==> config.mk <==
export PLATFORM = sky130hd
export DESIGN_NAME = usrt_apb_ctrl
export DESIGN_NICKNAME = d
export VERILOG_FILES = /design/src/rtl/usrt_pkg.sv /design/src/rtl/usrt_bit_timer.sv /design/src/rtl/usrt_apb_ctrl.sv
export SDC_FILE = /design/constraint.sdc
export NUM_CORES = 1
export LEC_CHECK = 0
export ABC_AREA = 1
export ABC_CLOCK_PERIOD_IN_PS = 4600
export CAP_MARGIN = 20
export CORE_ASPECT_RATIO = 1.5
export CORE_MARGIN = 2
export CORE_UTILIZATION = 56
export CTS_CLUSTER_SIZE = 24
export DETAILED_ROUTE_END_ITERATION = 10
export GPL_TIMING_DRIVEN = 0
export PLACE_DENSITY_LB_ADDON = 0.12
export SETUP_SLACK_MARGIN = 0.5
export SLEW_MARGIN = 30
export SYNTH_ARGS = -nofsm -noshare
export SYNTH_HDL_FRONTEND = slang
export SYNTH_SLANG_ARGS = --single-unit
export TNS_END_PERCENT = 100
==> constraint.sdc <==
create_clock -name pClk -period 4.6 [get_ports pClk]
set_clock_uncertainty 0.1 [all_clocks]
set_input_delay 0.92 -clock pClk [delete_from_list [all_inputs] [get_ports pClk]]
set_output_delay 0.92 -clock pClk [all_outputs]
set_load 0.02 [all_outputs]
==> src/rtl/usrt_pkg.sv <==
// Shared constants for the USRT controller: register map, STATUS/CTRL bit
// positions, FSM state codes and the divisor helper.
package usrt_pkg;

    localparam logic [1:0] ADDR_DATA = 2'd0;
    localparam logic [1:0] ADDR_STAT = 2'd1;
    localparam logic [1:0] ADDR_CTRL = 2'd2;
    localparam logic [1:0] ADDR_BAUD = 2'd3;

    localparam int STAT_TX_BUSY  = 0;
    localparam int STAT_RX_VALID = 1;
    localparam int STAT_RX_OVR   = 2;
    localparam int STAT_RX_FERR  = 3;

    localparam int CTRL_EN  = 0;
    localparam int CTRL_CLR = 1;

    localparam logic [1:0] TX_IDLE  = 2'd0;
    localparam logic [1:0] TX_LOAD  = 2'd1;
    localparam logic [1:0] TX_SHIFT = 2'd2;
    localparam logic [1:0] TX_STOP  = 2'd3;

    localparam logic [1:0] RX_IDLE  = 2'd0;
    localparam logic [1:0] RX_SHIFT = 2'd1;
    localparam logic [1:0] RX_STOP  = 2'd2;

    // A programmed divisor of 0 behaves like 1 (tick every cycle).
    function automatic logic [7:0] eff_div(input logic [7:0] d);
        return (d == 8'd0) ? 8'd1 : d;
    endfunction

endpackage

==> src/rtl/usrt_bit_timer.sv <==
// Bit-clock divider: pulses bit_tick once every eff_div(div) cycles while en=1.
module usrt_bit_timer
    import usrt_pkg::*;
(
    input  logic       clk,
    input  logic       rst,
    input  logic       en,
    input  logic       restart,
    input  logic [7:0] div,
    output logic       bit_tick
);

    logic [7:0] cnt_q, cnt_d;
    logic       tick_q, tick_d;

    // NOTE: every variable assigned here gets a default first, so no latch is inferred.
    always_comb begin
        cnt_d  = cnt_q + 8'd1;
        tick_d = 1'b0;
        if (!en || restart) begin
            cnt_d = '0;
        end else if (cnt_q >= eff_div(div) - 8'd1) begin
            cnt_d  = '0;
            tick_d = 1'b1;
        end
    end

    // NOTE: state updates use non-blocking assignments so all flops sample together.
    always_ff @(posedge clk or posedge rst) begin
        if (rst) begin
            cnt_q  <= '0;
            tick_q <= 1'b0;
        end else begin
            cnt_q  <= cnt_d;
            tick_q <= tick_d;
        end
    end

    // Gate with en so a tick registered just before disable never escapes.
    assign bit_tick = tick_q & en;

endmodule

==> src/rtl/usrt_apb_ctrl.sv <==
// APB slave for the USRT: register file, bit timer and the TX/RX frame FSMs
// that drive the serializer and deserializer handshakes.
module usrt_apb_ctrl
    import usrt_pkg::*;
#(
    parameter int         ADDR_W  = 8,
    parameter logic [7:0] DIV_RST = 8'd4
) (
    input  logic              pClk,
    input  logic              pReset,
    input  logic              pSelect,
    input  logic              pEnable,
    input  logic              pWrite,
    input  logic [ADDR_W-1:0] pAddress,
    input  logic [7:0]        pWData,
    output logic [7:0]        pRData,
    output logic              pReady,
    output logic              pSlvErr,
    output logic              tx_load,
    output logic [7:0]        tx_data,
    output logic              tx_shift,
    input  logic              rx_line,
    output logic              rx_shift,
    input  logic [7:0]        rx_data,
    output logic              bit_tick
);

    logic       en_q, en_d;
    logic [7:0] baud_q, baud_d;
    logic [7:0] tx_data_q, tx_data_d;
    logic [1:0] tx_state_q, tx_state_d;
    logic [2:0] tx_cnt_q, tx_cnt_d;
    logic [1:0] rx_state_q, rx_state_d;
    logic [2:0] rx_cnt_q, rx_cnt_d;
    logic [7:0] rx_hold_q, rx_hold_d;
    logic       rx_valid_q, rx_valid_d;
    logic       rx_ovr_q, rx_ovr_d;
    logic       rx_ferr_q, rx_ferr_d;

    logic [1:0] addr;
    logic       access, wr, rd, tx_busy, ctrl_wr, baud_wr, data_rd, abort;
    logic       rx_capture, rx_bad;
    logic [7:0] stat;
    logic       unused_addr;

    assign addr        = pAddress[1:0];
    assign unused_addr = ^pAddress;
    assign access      = pSelect & pEnable;
    assign wr          = access & pWrite;
    assign rd          = access & ~pWrite;
    assign tx_busy     = (tx_state_q != TX_IDLE);
    assign ctrl_wr     = wr && (addr == ADDR_CTRL);
    assign baud_wr     = wr && (addr == ADDR_BAUD);
    assign data_rd     = rd && (addr == ADDR_DATA);
    assign abort       = ctrl_wr && !pWData[CTRL_EN];

    usrt_bit_timer u_bit_timer (
        .clk      (pClk),
        .rst      (pReset),
        .en       (en_q),
        .restart  (baud_wr),
        .div      (baud_q),
        .bit_tick (bit_tick)
    );

    always_comb begin
        en_d       = en_q;
        baud_d     = baud_q;
        tx_data_d  = tx_data_q;
        tx_state_d = tx_state_q;
        tx_cnt_d   = tx_cnt_q;
        rx_state_d = rx_state_q;
        rx_cnt_d   = rx_cnt_q;
        rx_hold_d  = rx_hold_q;
        rx_valid_d = rx_valid_q;
        rx_ovr_d   = rx_ovr_q;
        rx_ferr_d  = rx_ferr_q;
        rx_capture = 1'b0;
        rx_bad     = 1'b0;

        if (ctrl_wr) begin
            en_d = pWData[CTRL_EN];
            if (pWData[CTRL_CLR]) begin
                rx_ovr_d  = 1'b0;
                rx_ferr_d = 1'b0;
            end
        end
        if (baud_wr) baud_d = pWData;

        case (tx_state_q)
            TX_IDLE: if (wr && addr == ADDR_DATA) begin
                tx_data_d  = pWData;
                tx_state_d = TX_LOAD;
            end
            TX_LOAD: if (bit_tick) begin
                tx_state_d = TX_SHIFT;
                tx_cnt_d   = '0;
            end
            TX_SHIFT: if (bit_tick) begin
                tx_cnt_d = tx_cnt_q + 3'd1;
                if (tx_cnt_q == 3'd7) tx_state_d = TX_STOP;
            end
            default: if (bit_tick) tx_state_d = TX_IDLE;
        endcase

        case (rx_state_q)
            RX_IDLE: if (bit_tick && !rx_line) begin
                rx_state_d = RX_SHIFT;
                rx_cnt_d   = '0;
            end
            RX_SHIFT: if (bit_tick) begin
                rx_cnt_d = rx_cnt_q + 3'd1;
                if (rx_cnt_q == 3'd7) rx_state_d = RX_STOP;
            end
            RX_STOP: if (bit_tick) begin
                rx_state_d = RX_IDLE;
                rx_capture = rx_line;
                rx_bad     = !rx_line;
            end
            default: rx_state_d = RX_IDLE;
        endcase

        if (abort) begin
            tx_state_d = TX_IDLE;
            tx_cnt_d   = '0;
            rx_state_d = RX_IDLE;
            rx_cnt_d   = '0;
        end

        // A read-clear in the capture cycle makes room for the new byte.
        if (data_rd) rx_valid_d = 1'b0;
        if (rx_bad) rx_ferr_d = 1'b1;
        if (rx_capture) begin
            if (!rx_valid_q || data_rd) begin
                rx_hold_d  = rx_data;
                rx_valid_d = 1'b1;
            end else begin
                rx_ovr_d = 1'b1;
            end
        end
    end

    always_ff @(posedge pClk or posedge pReset) begin
        if (pReset) begin
            en_q       <= 1'b0;
            baud_q     <= DIV_RST;
            tx_data_q  <= '0;
            tx_state_q <= TX_IDLE;
            tx_cnt_q   <= '0;
            rx_state_q <= RX_IDLE;
            rx_cnt_q   <= '0;
            rx_hold_q  <= '0;
            rx_valid_q <= 1'b0;
            rx_ovr_q   <= 1'b0;
            rx_ferr_q  <= 1'b0;
        end else begin
            en_q       <= en_d;
            baud_q     <= baud_d;
            tx_data_q  <= tx_data_d;
            tx_state_q <= tx_state_d;
            tx_cnt_q   <= tx_cnt_d;
            rx_state_q <= rx_state_d;
            rx_cnt_q   <= rx_cnt_d;
            rx_hold_q  <= rx_hold_d;
            rx_valid_q <= rx_valid_d;
            rx_ovr_q   <= rx_ovr_d;
            rx_ferr_q  <= rx_ferr_d;
        end
    end

    always_comb begin
        stat                = '0;
        stat[STAT_TX_BUSY]  = tx_busy;
        stat[STAT_RX_VALID] = rx_valid_q;
        stat[STAT_RX_OVR]   = rx_ovr_q;
        stat[STAT_RX_FERR]  = rx_ferr_q;
        pRData              = '0;
        if (access) begin
            case (addr)
                ADDR_DATA: pRData = rx_hold_q;
                ADDR_STAT: pRData = stat;
                ADDR_CTRL: pRData = {7'd0, en_q};
                default:   pRData = baud_q;
            endcase
        end
    end

    assign pReady   = access;
    assign pSlvErr  = wr && ((addr == ADDR_STAT) || (addr == ADDR_DATA && tx_busy));
    assign tx_data  = tx_data_q;
    assign tx_load  = (tx_state_q == TX_LOAD) && bit_tick;
    assign tx_shift = (tx_state_q == TX_SHIFT) && bit_tick;
    assign rx_shift = (rx_state_q == RX_SHIFT) && bit_tick;

endmodule

# == Yosys cells after proc, flatten, opt, wreduce, memory -nomap -nowiden ==
# Cells that the tools add are included.
# totals
ff_bits,47
latchBits,0
ramBits,0
rom_bits,0
in_bits,30
out_inout_bits,22
wordCells,116
n_memories,0
# op_classes
n_addsub,4
n_mul,0
div,0
magnitude_cmp,1
eq_ne,17
shift,0
n_mux,41
bitwise_logic,5
reduce_logical,35
# op_table
cell,n
$mux 8,4
$ne 3x3->1 const B,8
$pmux 8 s3,1
$mux 2,10
$mux 3,6
$mux 1,16
$pmux 2 s3,2
$pmux 3 s2,2
$logic_and 1x1->1,11
$reduce_bool 3->1,3
$add 8x1->8 const B,1
$eq 2x2->1 const B,4
$ge 8x8->1,1
$logic_not 8->1,1
$sub 8x1->8 const B,1
$add 3x1->3 const B,2
$eq 2x1->1 const B,3
$eq 3x3->1 const B,2
$logic_not 2->1,3
$reduce_and 2->1,3
$reduce_and 3->1,2
$reduce_bool 2->1,3
$reduce_and 5->1,1
$and 1x1->1,4
other kinds (4),9

# == Depth between registers and ports, before layout ==
# depth
ltp_word,6
mapped_depth,15
ltp_nobuf,15

# == Cells and area by module ==
# A second synthesis with hierarchy kept.
# unflattened
hier_cells,375
area_unflattened_um2,2872.8
# by_module_without_submodules
mod,n_inst,cells_each,area_each_um2,seq_area_each_um2
usrt_apb_ctrl,1,266,2089.5,952.2
usrt_bit_timer,1,109,783.3,225.2

# == Worst setup path after synthesis ==
# No wires, ideal clock.
# synth_timing
path_kind,input-to-output
from,in pAddress[1]
to,out pRData[2]
t_arrival_ns,1.940
t_required_ns,3.580
setup_slack_ns,1.640
stages,4
path_buffers,1
path_cell_list,buf_6 > nand2_2 > nor2_1 > nor4_1
# synth_between
elab_chain_len,3
elab_cells_between_ends,5
classes_between,eq/ne (2); mux (2); reduce/logical (1)
# synth_lines
element,line,source
start: declaration,usrt_apb_ctrl.sv:14,"input logic [ADDR_W-1:0] pAddress,"
$eq 2x2->1 (tied with other cells),usrt_apb_ctrl.sv:179,case (addr)
$pmux 8 s3 (*),usrt_apb_ctrl.sv:179,
$mux 8 (*),usrt_apb_ctrl.sv:178,if (access) begin
end: declaration,usrt_apb_ctrl.sv:16,"output logic [7:0] pRData,"
# Every way passes the cells marked *; elsewhere a longest branch is shown, timed or not.

# == Worst setup path after layout ==
# layout_timing
from,in pAddress[0]
to,out pRData[3]
# The elaborated chain is that of the path after synthesis.

==> results by group <==
Logic synthesis
  • Sequential area share after synthesis: 42.1%
  • Post-synth top flop: dfrtp_1
  • Average cell area after synthesis: 8.00 um^2
  • EDFF count, synth: 0
  • Syn nets: 397
  • Synth cell types: 36
  • Gate Count Post-Synth: 350
  • Asr flop ratio synth: 100%
  • Mapped cell area: 2800 um^2
  • Yosys top cell area share: 41.1%
  • Largest cells by area after synthesis: dfrtp_1, nand2_1, ha_1, inv_1, nand3_1
  • Synth warn: 0
  • Flops & latches, synth: between 40 and 50
  • Yosys top cell by area: dfrtp_1

Placed design
  • Port bufs: 44
  • Dpl ws: between 700 and 800 ps
  • GP Congestion: 0.824
  • DP Cell Count: 460
  • DP Wirelength: slightly below 5000 um

STA
  • Fmax achieved: 262 MHz
  • RSZ-0062 raised after global routing: no
  • Setup Viol. Count Final: 0
  • TNS Setup: 0 ps
  • Final Hold Viols: 0
  • Worst relative slew slack: 62.0%
  • Fin worst setup slack: between 700 and 800 ps
  • Slew @ Worst Pin: roughly 570 ps
  • Min cycle time layout: 3820 ps
  • Max Slew Vio Count: 0
  • Final Cycle Share: 83.1%

Detailed routing
  • Wire per inst: 13.2 um
  • Wirelength, routed: ~6200 um
  • Post-route ant nets: 0
  • Vias: 2474
  • DR iter-0 viols: 106
  • Detailed Routing Iterations Pass 1: 4
  • # DRC: 0
  • Via density: 5.29

Worst setup path
  • R2R Setup Slk: 1770 ps
  • Setup CP Type: primary input to output pin
  • R2R depth: 14
  • Worst Path Required: 3580 ps
  • Worst Setup SP: pAddress[0]
  • Critical Path Start Type: primary input
  • Data arrival time of the worst path: 2800 ps
  • CP endpoint kind: output pin
  • Setup crit end: pRData[3]
  • Worst r2r src: baud_q[6]
  • R2R Path End: u_bit_timer.tick_q
  • Crit path max fanout: 6

Pwr
  • Worst VDD drop: 321 uV
  • Leakage: 1.78 nW
  • P per Cell Area: just over 400 nW/um^2

Clock network
  • Clock Latency Late Sink: 300 ps
  • Post-CTS Setup Inserts: 0
  • Post-CTS Resized: 0
  • Clk slew on worst S/H paths: approximately 80 ps
  • CTS hold repair buffers: 0
  • Number of CTS-inserted buffers: 5
  • CTS tree: built
  • Clock Sink Count: 47
  • Clock Tree Buf Depth: 2
  • CTS H-tree depth: 2
  • Root buf cell: clkbuf_8

Outcome
  • Status: finished, final reports clean

GRT
  • Pin count of the biggest net entering global routing: 48
  • GRT Total Usage: 24.4%
  • Vias in the first global route: ~2500
  • First-pass GRT wire length: 10500 um
  • Initial antenna violation count: 0
  • Grt total ovfl: 0

Die
  • Die Area: 5590 um^2
  • Core ar.: 4810 um^2
  • Top Ports: 52
  • Starting Density: between 50 and 60%
  • FP Rows: 31
  • Die X: 61.7 um
  • Overall die height: 90.6 um

Layout
  • Nets@finish: 448
  • Fin cells: 468
  • Commonest non-fill, non-tap cells in the layout: nand2_1, inv_1, dfrtp_1
  • Fin util: 71.6%
  • Most common cell after layout, fill and taps aside: nand2_1
  • Ant diodes: 0
  • Area grow syn2layout: 23.0%
  • Layout cells sized above 1: 8.21%

Job
  • Number of max-cap violations: 0

Worst hold path
  • Worst hold path class: flip-flop to flip-flop
-- where the power goes --
group / internal, mW / total, mW / switching [mW]
clock: 0.176 / 0.314 / 0.138
sequential: 0.502 / 0.570 / 0.0681
combinational: 0.221 / 0.530 / 0.308
-- metrics by stage --
step | cell area [um^2] | total power [mW] | hold WS, ps
after CTS | 3440 | 1.42 | 379
final | 3440 | 1.41 | 379
after global routing | 3440 | 1.52 | 399
after detailed placement | 3320 | 1.11 | 364
after global placement | 3320 | 1.08 | 357
after floorplan | 2800 | 0.938 | 339
-- state kept, by name, summed over array words and instances (netlist names) --
name,count
tx_cnt_q,3
rx_ovr_q,1
baud_q,8
rx_ferr_q,1
u_bit_timer.tick_q,1
tx_state_q,2
rx_state_q,2
u_bit_timer.cnt_q,8
tx_data,8
rx_valid_q,1
rx_hold_q,8
en_q,1
rx_cnt_q,3
-- logic make-up after synthesis --
logic type,synth area share (%)
AND/OR/NAND/NOR,28.6
buffers and inverters,8.85
flip-flops,42.1
AO/OA/AOI/OAI,8.81
adder cells (fa/ha/maj),7.60
XOR/XNOR,2.19
multiplexers,1.88
-- worst min-delay path by stage --
stage | endpoint | slack (ps) | depth (start not counted) | startpoint
after floorplan | tx_cnt_q[0] | 340 | 1 | tx_cnt_q[0]
after global placement | tx_cnt_q[0] | 360 | 1 | tx_cnt_q[0]
after detailed placement | rx_hold_q[4] | 360 | 2 | rx_hold_q[4]
after CTS | rx_hold_q[0] | 380 | 2 | rx_hold_q[0]
after global routing | rx_hold_q[4] | 400 | 2 | rx_hold_q[4]
final | rx_hold_q[0] | 380 | 2 | rx_hold_q[0]
-- synth_stat cells (2+ instances only) --
master     n
ha_1      17
a21oi_1   15
mux2_4     2
mux2_2     2
nor2_1    27
nand2_1   92
dfrtp_1   46
buf_4      2
nor3_1     3
nor2_4     3
buf_6      3
nand3_4    2
o21ai_0   23
xnor2_1    2
inv_1     51
o211ai_1   2
nand3b_1   3
nand4_1    3
nand2_2    3
nand3_1   29
xor2_1     5
-- worst max-delay path, stage by stage --
cell	delay, ps
clkdlybuf4s50_1	630
nand2_2	200
inv_1	170
nand2_1	80
nand3_1	80
nand2_1	70
inv_1	50
clkdlybuf4s50_1	590
-- layer usage --
layer / up-vias / GRT usage (%) / wire [um]
met5: - / 0 / 0
li1: 1231 / - / -
met4: 0 / 8.16 / 144
met1: 1177 / 27.8 / 2490
met2: 53 / 44.2 / 3380
met3: 13 / 3.15 / 180
-- cell type report --
type | instances | area [um^2]
Tap cell | 66 | 82.6
Multi-Input combinational cell | 245 | 1370
Sequential cell | 47 | 1180
Clock buffer | 6 | 82.6
Buffer | 5 | 48.8
Timing Repair Buffer | 44 | 440
Clock inverter | 2 | 35.0
Inverter | 53 | 201
Fill cell | 426 | 1370
No activity file was read; power rests on OpenSTA's default activity.
